`src/rtl/sd_ctrl_fsm_p_if.sv`:
```
// -----------------------------------------------------------------------------
// sd_ctrl_fsm_p_if
// Bundles the control and engine-side signals of the SD bus controller FSM.
//   master : the controller FSM (consumes requests/engine status, drives commands)
//   slave  : top-level control plus cmd/data/OTP engines
// Signals:
//   istart, iabort, istart_blk, iend_blk            request side
//   icmd_done, iresp                                 command engine status
//   idata_crc_fail, idata_done, iotp_ready           data / OTP engine status
//   osel_clk, ogen_otp, onew_otp, ostart_cmd,
//   oindex, oarg, ostart_d                           engine control
//   obusy, oblk, osuccess, ofail, oerr               status
// -----------------------------------------------------------------------------
interface sd_ctrl_fsm_p_if #(
    parameter int ADDR_W = 23
) ();
    logic              istart;
    logic              iabort;
    logic [ADDR_W-1:0] istart_blk;
    logic [ADDR_W-1:0] iend_blk;
    logic              icmd_done;
    logic [31:0]       iresp;
    logic              idata_crc_fail;
    logic              idata_done;
    logic              iotp_ready;
    logic              osel_clk;
    logic              ogen_otp;
    logic              onew_otp;
    logic              ostart_cmd;
    logic [5:0]        oindex;
    logic [31:0]       oarg;
    logic              ostart_d;
    logic              obusy;
    logic [ADDR_W-1:0] oblk;
    logic              osuccess;
    logic              ofail;
    logic [2:0]        oerr;

    modport master (
        input  istart, iabort, istart_blk, iend_blk, icmd_done, iresp,
               idata_crc_fail, idata_done, iotp_ready,
        output osel_clk, ogen_otp, onew_otp, ostart_cmd, oindex, oarg, ostart_d,
               obusy, oblk, osuccess, ofail, oerr
    );

    modport slave (
        output istart, iabort, istart_blk, iend_blk, icmd_done, iresp,
               idata_crc_fail, idata_done, iotp_ready,
        input  osel_clk, ogen_otp, onew_otp, ostart_cmd, oindex, oarg, ostart_d,
               obusy, oblk, osuccess, ofail, oerr
    );
endinterface

```
`src/rtl/sd_ctrl_fsm_p.sv`:
```
// -----------------------------------------------------------------------------
// sd_ctrl_fsm_p
// SD bus controller FSM: card init (CMD55/ACMD41/CMD2/CMD3/CMD7/ACMD6), then
// read -> OTP -> write-back for every block in [istart_blk..iend_blk].
// Adds ACMD41 busy polling, bounded CRC retry, a response watchdog, abort and
// error reporting. The state code doubles as the command index on oindex.
// Ports:
//   iclk  clock
//   irst  asynchronous reset, active-high
//   bus   sd_ctrl_fsm_p_if master modport (requests, engine status, commands,
//         result flags and error code)
// -----------------------------------------------------------------------------
module sd_ctrl_fsm_p #(
    parameter int ADDR_W       = 23,
    parameter int ACMD41_TRIES = 255,
    parameter int CRC_RETRIES  = 3,
    parameter int TIMEOUT_W    = 20,
    parameter bit BUS4         = 1'b1
) (
    input logic            iclk,
    input logic            irst,
    sd_ctrl_fsm_p_if.master bus
);
    localparam int TRY_W = (ACMD41_TRIES < 2) ? 1 : $clog2(ACMD41_TRIES + 1);
    localparam int CRC_W = (CRC_RETRIES < 2) ? 1 : $clog2(CRC_RETRIES + 1);

    localparam logic [2:0] ERR_APP     = 3'd1;
    localparam logic [2:0] ERR_ACMD41  = 3'd2;
    localparam logic [2:0] ERR_BUSW    = 3'd3;
    localparam logic [2:0] ERR_CRC     = 3'd4;
    localparam logic [2:0] ERR_TIMEOUT = 3'd5;
    localparam logic [2:0] ERR_ABORT   = 3'd6;

    typedef enum logic [5:0] {
        IDLE   = 6'd0,  CMD55 = 6'd55, ACMD41 = 6'd41, CMD2  = 6'd2,
        CMD3   = 6'd3,  CMD7  = 6'd7,  ACMD6  = 6'd6,  CMD17 = 6'd17,
        READ   = 6'd19, CMD24 = 6'd24, WRITE  = 6'd20, CMD15 = 6'd15
    } state_t;

    state_t             state, state_next;
    logic [15:0]        rca;
    logic [TRY_W-1:0]   try_cnt;
    logic [CRC_W-1:0]   crc_cnt;
    logic [TIMEOUT_W-1:0] wdog;
    logic [ADDR_W-1:0]  end_blk, blk;
    logic               sel_clk, gen_otp, start_cmd, start_d;
    logic               success, fail;
    logic [2:0]         err;
    logic               data_done_s, otp_ready_s;

    logic               to_fail, to_ok, try_inc, crc_inc, blk_inc, rca_load, sel_set;
    logic [2:0]         fail_code;
    logic               changed;
    logic [22:0]        blk23;

    assign changed = (state_next != state);

    // next-state and transition side effects
    always_comb begin
        state_next = state;
        to_fail    = 1'b0;
        to_ok      = 1'b0;
        fail_code  = 3'd0;
        try_inc    = 1'b0;
        crc_inc    = 1'b0;
        blk_inc    = 1'b0;
        rca_load   = 1'b0;
        sel_set    = 1'b0;
        if (state != IDLE && bus.iabort) begin
            state_next = IDLE; to_fail = 1'b1; fail_code = ERR_ABORT;
        end else if (state != IDLE && wdog == '1) begin
            state_next = IDLE; to_fail = 1'b1; fail_code = ERR_TIMEOUT;
        end else begin
            case (state)
                IDLE: if (bus.istart) state_next = CMD55;
                CMD55: if (bus.icmd_done) begin
                    if (!bus.iresp[5]) begin
                        state_next = IDLE; to_fail = 1'b1; fail_code = ERR_APP;
                    end else begin
                        // second CMD55 (after CMD7) leads to bus-width selection
                        state_next = sel_clk ? ACMD6 : ACMD41;
                    end
                end
                ACMD41: if (bus.icmd_done) begin
                    if (!(bus.iresp[21] | bus.iresp[20])) begin
                        state_next = IDLE; to_fail = 1'b1; fail_code = ERR_ACMD41;
                    end else if (bus.iresp[31]) begin
                        state_next = CMD2;
                    end else if (32'(try_cnt) + 32'd1 >= 32'(ACMD41_TRIES)) begin
                        state_next = IDLE; to_fail = 1'b1; fail_code = ERR_ACMD41;
                    end else begin
                        state_next = CMD55; try_inc = 1'b1;
                    end
                end
                CMD2: if (bus.icmd_done) state_next = CMD3;
                CMD3: if (bus.icmd_done) begin
                    state_next = CMD7; rca_load = 1'b1; sel_set = 1'b1;
                end
                CMD7: if (bus.icmd_done) state_next = CMD55;
                ACMD6: if (bus.icmd_done) begin
                    if (bus.iresp[12:9] == 4'd4) begin
                        state_next = CMD17;
                    end else begin
                        state_next = IDLE; to_fail = 1'b1; fail_code = ERR_BUSW;
                    end
                end
                CMD17: if (bus.icmd_done) state_next = bus.iresp[31] ? CMD15 : READ;
                READ: begin
                    if (bus.idata_crc_fail) begin
                        if (32'(crc_cnt) < 32'(CRC_RETRIES)) begin
                            state_next = CMD17; crc_inc = 1'b1;
                        end else begin
                            state_next = IDLE; to_fail = 1'b1; fail_code = ERR_CRC;
                        end
                    end else if ((data_done_s | bus.idata_done) &&
                                 (otp_ready_s | bus.iotp_ready)) begin
                        state_next = CMD24;
                    end
                end
                CMD24: if (bus.icmd_done) state_next = WRITE;
                WRITE: if (bus.idata_done) begin
                    if (blk == end_blk) begin
                        state_next = CMD15;
                    end else begin
                        state_next = CMD17; blk_inc = 1'b1;
                    end
                end
                CMD15: if (bus.icmd_done) begin
                    state_next = IDLE; to_ok = 1'b1;
                end
                default: state_next = IDLE;
            endcase
        end
    end

    always_ff @(posedge iclk or posedge irst) begin
        if (irst) begin
            state       <= IDLE;
            rca         <= '0;
            try_cnt     <= '0;
            crc_cnt     <= '0;
            wdog        <= '0;
            end_blk     <= '0;
            blk         <= '0;
            sel_clk     <= 1'b0;
            gen_otp     <= 1'b0;
            start_cmd   <= 1'b0;
            start_d     <= 1'b0;
            success     <= 1'b0;
            fail        <= 1'b0;
            err         <= 3'd0;
            data_done_s <= 1'b0;
            otp_ready_s <= 1'b0;
        end else begin
            state     <= state_next;
            // pulses line up with the first cycle spent in the new state
            start_cmd <= changed && !(state_next inside {IDLE, READ, WRITE});
            start_d   <= changed && (state_next == CMD17 || state_next == WRITE);
            gen_otp   <= changed && (state_next == READ);
            wdog      <= (changed || state == IDLE) ? '0 : wdog + TIMEOUT_W'(1);
            data_done_s <= changed ? 1'b0 : (data_done_s | bus.idata_done);
            otp_ready_s <= changed ? 1'b0 : (otp_ready_s | bus.iotp_ready);
            if (state == IDLE && bus.istart) begin
                blk     <= bus.istart_blk;
                // an inverted range collapses to the single start block
                end_blk <= (bus.iend_blk < bus.istart_blk) ? bus.istart_blk : bus.iend_blk;
                success <= 1'b0;
                fail    <= 1'b0;
                err     <= 3'd0;
                try_cnt <= '0;
                crc_cnt <= '0;
            end
            if (try_inc)  try_cnt <= try_cnt + TRY_W'(1);
            if (crc_inc)  crc_cnt <= crc_cnt + CRC_W'(1);
            if (blk_inc) begin
                blk     <= blk + ADDR_W'(1);
                crc_cnt <= '0;
            end
            if (rca_load) rca <= bus.iresp[31:16];
            if (sel_set)  sel_clk <= 1'b1;
            if (state_next == IDLE) sel_clk <= 1'b0;
            if (to_fail) begin
                fail <= 1'b1;
                err  <= fail_code;
            end
            if (to_ok) success <= 1'b1;
        end
    end

    assign blk23 = 23'(blk);

    always_comb begin
        bus.oarg = 32'hFFFF_FFFF;
        case (state)
            CMD55:         bus.oarg = {sel_clk ? rca : 16'h0000, 16'hFFFF};
            ACMD41:        bus.oarg = 32'h8030_0000;
            CMD7, CMD15:   bus.oarg = {rca, 16'hFFFF};
            ACMD6:         bus.oarg = {30'b0, BUS4 ? 2'b10 : 2'b00};
            CMD17, CMD24:  bus.oarg = {blk23, 9'b0};
            default:       bus.oarg = 32'hFFFF_FFFF;
        endcase
    end

    assign bus.osel_clk   = sel_clk;
    assign bus.ogen_otp   = gen_otp;
    assign bus.onew_otp   = (state == IDLE);
    assign bus.ostart_cmd = start_cmd;
    assign bus.oindex     = state;
    assign bus.ostart_d   = start_d;
    assign bus.obusy      = (state != IDLE);
    assign bus.oblk       = blk;
    assign bus.osuccess   = success;
    assign bus.ofail      = fail;
    assign bus.oerr       = err;
endmodule

```
`src/flat_wrapper.sv`:
```
// flat-port wrapper written by rule: the top's interface ports become plain ports
module sd_ctrl_fsm_p_flat 
#(
    parameter int ADDR_W       = 23,
    parameter int ACMD41_TRIES = 255,
    parameter int CRC_RETRIES  = 3,
    parameter int TIMEOUT_W    = 20,
    parameter bit BUS4         = 1'b1
)
  (iclk, irst, bus_istart, bus_iabort, bus_istart_blk, bus_iend_blk, bus_icmd_done, bus_iresp, bus_idata_crc_fail, bus_idata_done, bus_iotp_ready, bus_osel_clk, bus_ogen_otp, bus_onew_otp, bus_ostart_cmd, bus_oindex, bus_oarg, bus_ostart_d, bus_obusy, bus_oblk, bus_osuccess, bus_ofail, bus_oerr);
  sd_ctrl_fsm_p_if #(.ADDR_W(ADDR_W)) bus_i ();
  input logic iclk;
  input logic irst;
  input wire logic [$bits(bus_i.istart)-1:0] bus_istart;
  input wire logic [$bits(bus_i.iabort)-1:0] bus_iabort;
  input wire logic [$bits(bus_i.istart_blk)-1:0] bus_istart_blk;
  input wire logic [$bits(bus_i.iend_blk)-1:0] bus_iend_blk;
  input wire logic [$bits(bus_i.icmd_done)-1:0] bus_icmd_done;
  input wire logic [$bits(bus_i.iresp)-1:0] bus_iresp;
  input wire logic [$bits(bus_i.idata_crc_fail)-1:0] bus_idata_crc_fail;
  input wire logic [$bits(bus_i.idata_done)-1:0] bus_idata_done;
  input wire logic [$bits(bus_i.iotp_ready)-1:0] bus_iotp_ready;
  output wire logic [$bits(bus_i.osel_clk)-1:0] bus_osel_clk;
  output wire logic [$bits(bus_i.ogen_otp)-1:0] bus_ogen_otp;
  output wire logic [$bits(bus_i.onew_otp)-1:0] bus_onew_otp;
  output wire logic [$bits(bus_i.ostart_cmd)-1:0] bus_ostart_cmd;
  output wire logic [$bits(bus_i.oindex)-1:0] bus_oindex;
  output wire logic [$bits(bus_i.oarg)-1:0] bus_oarg;
  output wire logic [$bits(bus_i.ostart_d)-1:0] bus_ostart_d;
  output wire logic [$bits(bus_i.obusy)-1:0] bus_obusy;
  output wire logic [$bits(bus_i.oblk)-1:0] bus_oblk;
  output wire logic [$bits(bus_i.osuccess)-1:0] bus_osuccess;
  output wire logic [$bits(bus_i.ofail)-1:0] bus_ofail;
  output wire logic [$bits(bus_i.oerr)-1:0] bus_oerr;
  assign bus_i.istart = bus_istart;
  assign bus_i.iabort = bus_iabort;
  assign bus_i.istart_blk = bus_istart_blk;
  assign bus_i.iend_blk = bus_iend_blk;
  assign bus_i.icmd_done = bus_icmd_done;
  assign bus_i.iresp = bus_iresp;
  assign bus_i.idata_crc_fail = bus_idata_crc_fail;
  assign bus_i.idata_done = bus_idata_done;
  assign bus_i.iotp_ready = bus_iotp_ready;
  assign bus_osel_clk = bus_i.osel_clk;
  assign bus_ogen_otp = bus_i.ogen_otp;
  assign bus_onew_otp = bus_i.onew_otp;
  assign bus_ostart_cmd = bus_i.ostart_cmd;
  assign bus_oindex = bus_i.oindex;
  assign bus_oarg = bus_i.oarg;
  assign bus_ostart_d = bus_i.ostart_d;
  assign bus_obusy = bus_i.obusy;
  assign bus_oblk = bus_i.oblk;
  assign bus_osuccess = bus_i.osuccess;
  assign bus_ofail = bus_i.ofail;
  assign bus_oerr = bus_i.oerr;
  sd_ctrl_fsm_p #(.ADDR_W(ADDR_W), .ACMD41_TRIES(ACMD41_TRIES), .CRC_RETRIES(CRC_RETRIES), .TIMEOUT_W(TIMEOUT_W), .BUS4(BUS4)) u_core (.iclk(iclk), .irst(irst), .bus(bus_i));
endmodule
```
`config.mk`:
```
export PLATFORM = sky130hd
export DESIGN_NAME = sd_ctrl_fsm_p_flat
export DESIGN_NICKNAME = d
export VERILOG_FILES = /design/src/rtl/sd_ctrl_fsm_p_if.sv /design/src/rtl/sd_ctrl_fsm_p.sv /design/src/flat_wrapper.sv
export SDC_FILE = /design/constraint.sdc
export NUM_CORES = 1
export LEC_CHECK = 0
export ABC_AREA = 1
export BUFFER_PORTS_ARGS = -buffer_cell sky130_fd_sc_hd__clkbuf_2
export CAP_MARGIN = 20
export CORE_MARGIN = 5
export CORE_UTILIZATION = 55
export CTS_BUF_LIST = sky130_fd_sc_hd__clkbuf_16
export CTS_CLUSTER_SIZE = 10
export DETAILED_ROUTE_END_ITERATION = 8
export GPL_TIMING_DRIVEN = 0
export HOLD_SLACK_MARGIN = 0.12
export PLACE_DENSITY = 0.81
export REMOVE_ABC_BUFFERS = 1
export SLEW_MARGIN = 10
export SYNTH_ARGS = -nofsm -noshare
export SYNTH_HDL_FRONTEND = slang
export SYNTH_SLANG_ARGS = --single-unit
```
`constraint.sdc`:
```
create_clock -name iclk -period 9.3 [get_ports iclk]
set_input_delay 0.465 -clock iclk [delete_from_list [all_inputs] [get_ports iclk]]
set_output_delay 0.465 -clock iclk [all_outputs]
set_load 0.01 [all_outputs]
```
## Word-level counts from Yosys, hierarchy flattened

Cells that the tools add are included.

| storage, ports and cells | value |
|---|---|
| bits of input ports | 86 |
| ROM bits | 0 |
| bits in latches | 0 |
| memories | 0 |
| memory bits (writable) | 0 |
| output and inout port bits | 72 |
| register bits after elaboration | 109 |

| cells by class | value |
|---|---|
| add/subtract/negate cells | 5 |
| equal/unequal tests | 18 |
| reduce and logical (&&, ||, !) cells | 22 |
| multipliers | 0 |
| muxes and demuxes | 95 |
| shifts and indexed selects | 0 |
| div/mod/pow operators | 0 |
| bitwise logic cells | 3 |
| order comparisons | 3 |

Operators with widths:

| cell | number |
|---|---|
| $pmux 32 s5 | 1 |
| $mux 6 | 20 |
| $pmux 6 s12 | 1 |
| $mux 23 | 3 |
| $mux 1 | 44 |
| $eq 6x5->1 const B | 7 |
| $mux 3 | 11 |
| $ge 32x8->1 const B | 1 |
| $add 23x1->23 const B | 1 |
| $eq 23x23->1 | 1 |
| $lt 23x23->1 | 1 |
| $add 20x1->20 const B | 1 |
| $eq 20x20->1 const B | 1 |
| $mux 20 | 1 |
| $mux 5 | 4 |
| $mux 16 | 1 |
| $mux 8 | 2 |
| $eq 6x2->1 const B | 2 |
| $eq 6x3->1 const B | 2 |
| $eq 6x6->1 const B | 2 |
| $logic_not 6->1 | 2 |
| $pmux 3 s4 | 1 |
| $mux 2 | 5 |
| $reduce_bool 2->1 | 5 |
| other kinds (15) | 26 |

## Longest topological paths before layout

| logic depth | value |
|---|---|
| word-level depth | 13 |
| depth in mapped cells | 21 |

## Least setup slack after synthesis

Ideal clock, no wire load.

| path | value |
|---|---|
| kind | register -> output |
| from | register u_core.state[3] (netlist: u_core.bus.oindex[3]) |
| to | output port bus_oarg[17] |
| data required time | 8,835 ps |
| data arrival time | 2,009 ps |
| stages on the path, launching flop included | 12 |
| slack | 6,826 ps |
| cell sequence | dfrtp_1 -> buf_2 -> inv_1 -> nor2_1 -> nand4_1 -> inv_1 -> nor2_1 -> nand2_1 -> nor3_1 -> clkbuf_1 -> a21oi_1 -> o21ai_0 |

| on the way | value |
|---|---|
| longest elaborated chain between the ends | 3 |

Ends and longest elaborated chain:

| item | line | text |
|---|---|---|
| start, declared | sd_ctrl_fsm_p.sv:40 | `state_t state, state_next;` |
| start signal, assigned | sd_ctrl_fsm_p.sv:155 | `state <= state_next;` |
| $eq 6x5->1 (tied with other cells) | sd_ctrl_fsm_p.sv:194 | `case (state)` |
| $reduce_or 2->1 | sd_ctrl_fsm_p.sv:194 |  |
| $pmux 32 s5 (*) | sd_ctrl_fsm_p.sv:194 |  |
| end, declared | flat_wrapper.sv:28 | `output wire logic [$bits(bus_i.oarg)-1:0] bus_oarg;` |

Mark *: on every way between the ends. The rest lies on a longest branch, timed or not.

## Worst setup path in the final report

| path | value |
|---|---|
| from | register u_core.state[3] (netlist: u_core.bus.oindex[3]) |
| to | output port bus_oarg[31] |

Same word-level chain as after synthesis.

==> impl_metrics.ini <==
[outcome]
status = complete, no violations

[global_routing]
first_global_vias = 6725
grt_max_degree = 59
grt_antenna_before_repair = 0
grt_pass1_wl_mm = 33.6
gr-total-overflow = 0
grt_usage_pct = 26.4

[placement]
gp_congestion = 0.987
dp_slack_ns = 5.22
placed_area_um2 = 8040
dp.cells = 1258
dp_hpwl_mm = 15.2
portBuffers = 146

[worst_setup_path]
r2r.worst_path.cells = 14
r2r_slack_ns = 5.95
cp-end-kind = output port
arrival_ns = 4.17
startpoint_type = flop
worstSetupPathType = reg2out
cp-startpoint = u_core.bus.oindex[3]
r2r_start = u_core.bus.oindex[3]
cp.required_ns = 8.84
cp_max_fo = 22
r2r_end = u_core.wdog[2]

[logic_synthesis]
synth_seq_area_share_pct = 37.8
syn_avg_cell_area_um2 = 7.41
synth.largest_area_cell = dfrtp_1
synth_edf_count = 0
syn_inst = 974
syn_area_um2 = 7210
yosysTopAreaCellShare_pct = 37.8
synthFlopType = dfrtp_1
yosysUniqueCellTypes = 44
ys_warn_count = 0
async_flop_share_pct = 100
synth.area.top_cells = dfrtp_1 (38%), nand2_1 (10%), o21ai_0 (8.5%)
synth_seq_cells = 109

[cells_and_area]
area_growth_pct = 16.2
layout.nets = 1211
utilization_pct = 65.9
antennaDiodeCount = 0
finalInstanceArea_um2 = 8380
drive_gt1_share_pct = 19.9
final_cells = 1275

[clock_tree]
hold_buffers = 0
cts_resized = 0
ctsHtreeMaxLevel = 3
post_cts_buffers = 0
clkTransAtPathRegs_ns = 0.07
cts.root.buffer_cell = clkbuf_16
cts_sinks = 109
cts_tree = built
cts_max_path_buffers = 2
numCtsBuffers = 9
worstSkewPairLatency_ns = 0.36

[timing]
rsz0062_at_grt = no
fmax_mhz = 216
whs_ns = 0.130
post-route-min-period_ns = 4.64
finalSetupTns_ns = 0
hold_viol = 0
clock_skew_ns = 0.0105
setup_violations = 0
max_slew_margin_pct = 30.3
setup_ws_ns = 4.66
tightest_slew_ns = 1.04
fin_crit_sh_pct = 49.8
maxSlewViolCount = 0

[floorplanning]
ios = 158
fp.dieW_um = 125
die_area_um2 = 15500
core_area_um2 = 12700
die_y_um = 125
rows = 41
start_util_pct = 56.7

[power]
ir_drop_mv = 0.207
total_power_mw = 2.26
p_leak_nw = 4.32
p_per_area_nw_per_um2 = 270

[routing]
dr.pass1.iters = 5
met3_length_mm = 1.57
vias_per_cell = 5.52
wl_met2_mm = 9.61
first_iter_violations = 535
dr_total_vias = 7040
wl_met1_mm = 9.12
top_layer_used = met4
final_antenna_net_count = 0
routed_wl_mm = 20.6
wire_per_inst_um = 16.2
drc = 0

[run]
maxCapViolCount = 0

[hold_path]
hold_path.class = in2async
==> final cells by class <==
| class | instances | area (µm²) |
|---|---|---|
| fill | 1154 | 4340 |
| multi-input combinational | 707 | 3850 |
| sequential | 109 | 2730 |
| timing repair buffer | 149 | 790 |
| inverter | 122 | 473 |
| clock buffer | 9 | 225 |
| tap | 172 | 215 |
| clock inverter | 7 | 106 |
==> flip-flops by register name, indices dropped and copies added, names as in the netlist <==
name and cells:
u_core.bus.oblk 23, u_core.end_blk 23, u_core.wdog 20, u_core.rca 16, u_core.try_cnt 8, u_core.bus.oindex 6, u_core.bus.oerr 3, u_core.crc_cnt 2
u_core.bus.ofail 1, u_core.bus.ogen_otp 1, u_core.bus.osel_clk 1, u_core.bus.ostart_cmd 1, u_core.bus.ostart_d 1, u_core.bus.osuccess 1, u_core.data_done_s 1, u_core.otp_ready_s 1
==> worst max path at each step <==
stage	end	slack, ns	depth (start not counted)
2_1_floorplan	u_core.bus.oblk[0]	5.96	1
3_3_place_gp	u_core.wdog[17]	4.56	13
3_5_place_dp	bus_oarg[31]	5.22	11
4_1_cts	bus_oarg[31]	4.82	11
5_1_grt	bus_oarg[21]	4.52	11
6_report	bus_oarg[31]	4.66	11
==> layer usage <==
metal,track usage (%),vias up
met3,6.05,23
met2,42.7,297
met4,6.38,0
met5,0,-
met1,36.0,3304
li1,-,3416
==> synth_stat cells (2+ instances only) <==
cell type  instances
nor2_4             2
nand4_1           16
clkbuf_1          24
a221o_1            2
nand2_1          200
nor2_1            90
a22oi_1            3
xor2_1            31
nand3b_1           3
nor4_1             2
nor3_2             2
nand3_1           51
o211ai_1           7
nor3_1            19
o21ai_1            7
o21ai_0          122
buf_2              3
nand3_2            5
ha_1              27
xnor2_1           23
nand2_8            2
buf_4              7
o22ai_1            6
dfrtp_1          109
and3_1             2
inv_6              2
inv_1            114
nor2_2            27
buf_6              2
inv_2              6
o221ai_1           4
nand2_2            4
a21oi_1           38
nand2_4            2
==> cell families after synthesis <==
family,synth area share (%)
AO/OA/AOI/OAI,14.7
XOR/XNOR,6.56
adder cells (fa/ha/maj),4.68
buffers and inverters,8.99
flip-flops,37.8
AND/OR/NAND/NOR,27.2
==> worst max-delay path: stages (launching register included) <==
cell and delay (ns):
dfrtp_1 0.57, nor2_2 0.14, nand2_1 0.12, nor2_1 0.06, inv_1 0.16, nand2_1 0.15
inv_1 0.60, nand2_1 0.55, nor3_2 0.86, nor2_1 0.20, o211ai_1 0.20, clkbuf_2 0.19
==> power breakdown <==
group | internal [mW] | total (mW) | leakage, nW | switching, mW
clock network | 0.260 | 0.442 | 0.169 | 0.182
logic | 0.370 | 1.02 | 2.73 | 0.651
registers | 0.630 | 0.798 | 1.42 | 0.168
==> cell usage in the layout, fill, tap and decap left out, types with 2 or more instances in the layout <==
cell type / instances
nand2_1: 200
clkbuf_2: 146
o21ai_0: 122
inv_1: 115
dfrtp_1: 109
nor2_1: 90
nand3_1: 51
a21oi_1: 38
xor2_1: 31
ha_1: 27
nor2_2: 26
xnor2_1: 23
nor3_1: 18
nand4_1: 16
clkbuf_16: 9
o211ai_1: 7
o21ai_1: 7
inv_2: 6
o22ai_1: 6
nand3_2: 5
nand2_2: 4
o221ai_1: 4
nor2_4: 3
a22oi_1: 3
nor3_2: 3
inv_6: 3
nand3b_1: 3
bufinv_16: 3
nand2_4: 2
nand2_8: 2
nor4_1: 2
a221o_1: 2
and3_1: 2
Note: power is estimated with default switching activity, not from simulation.
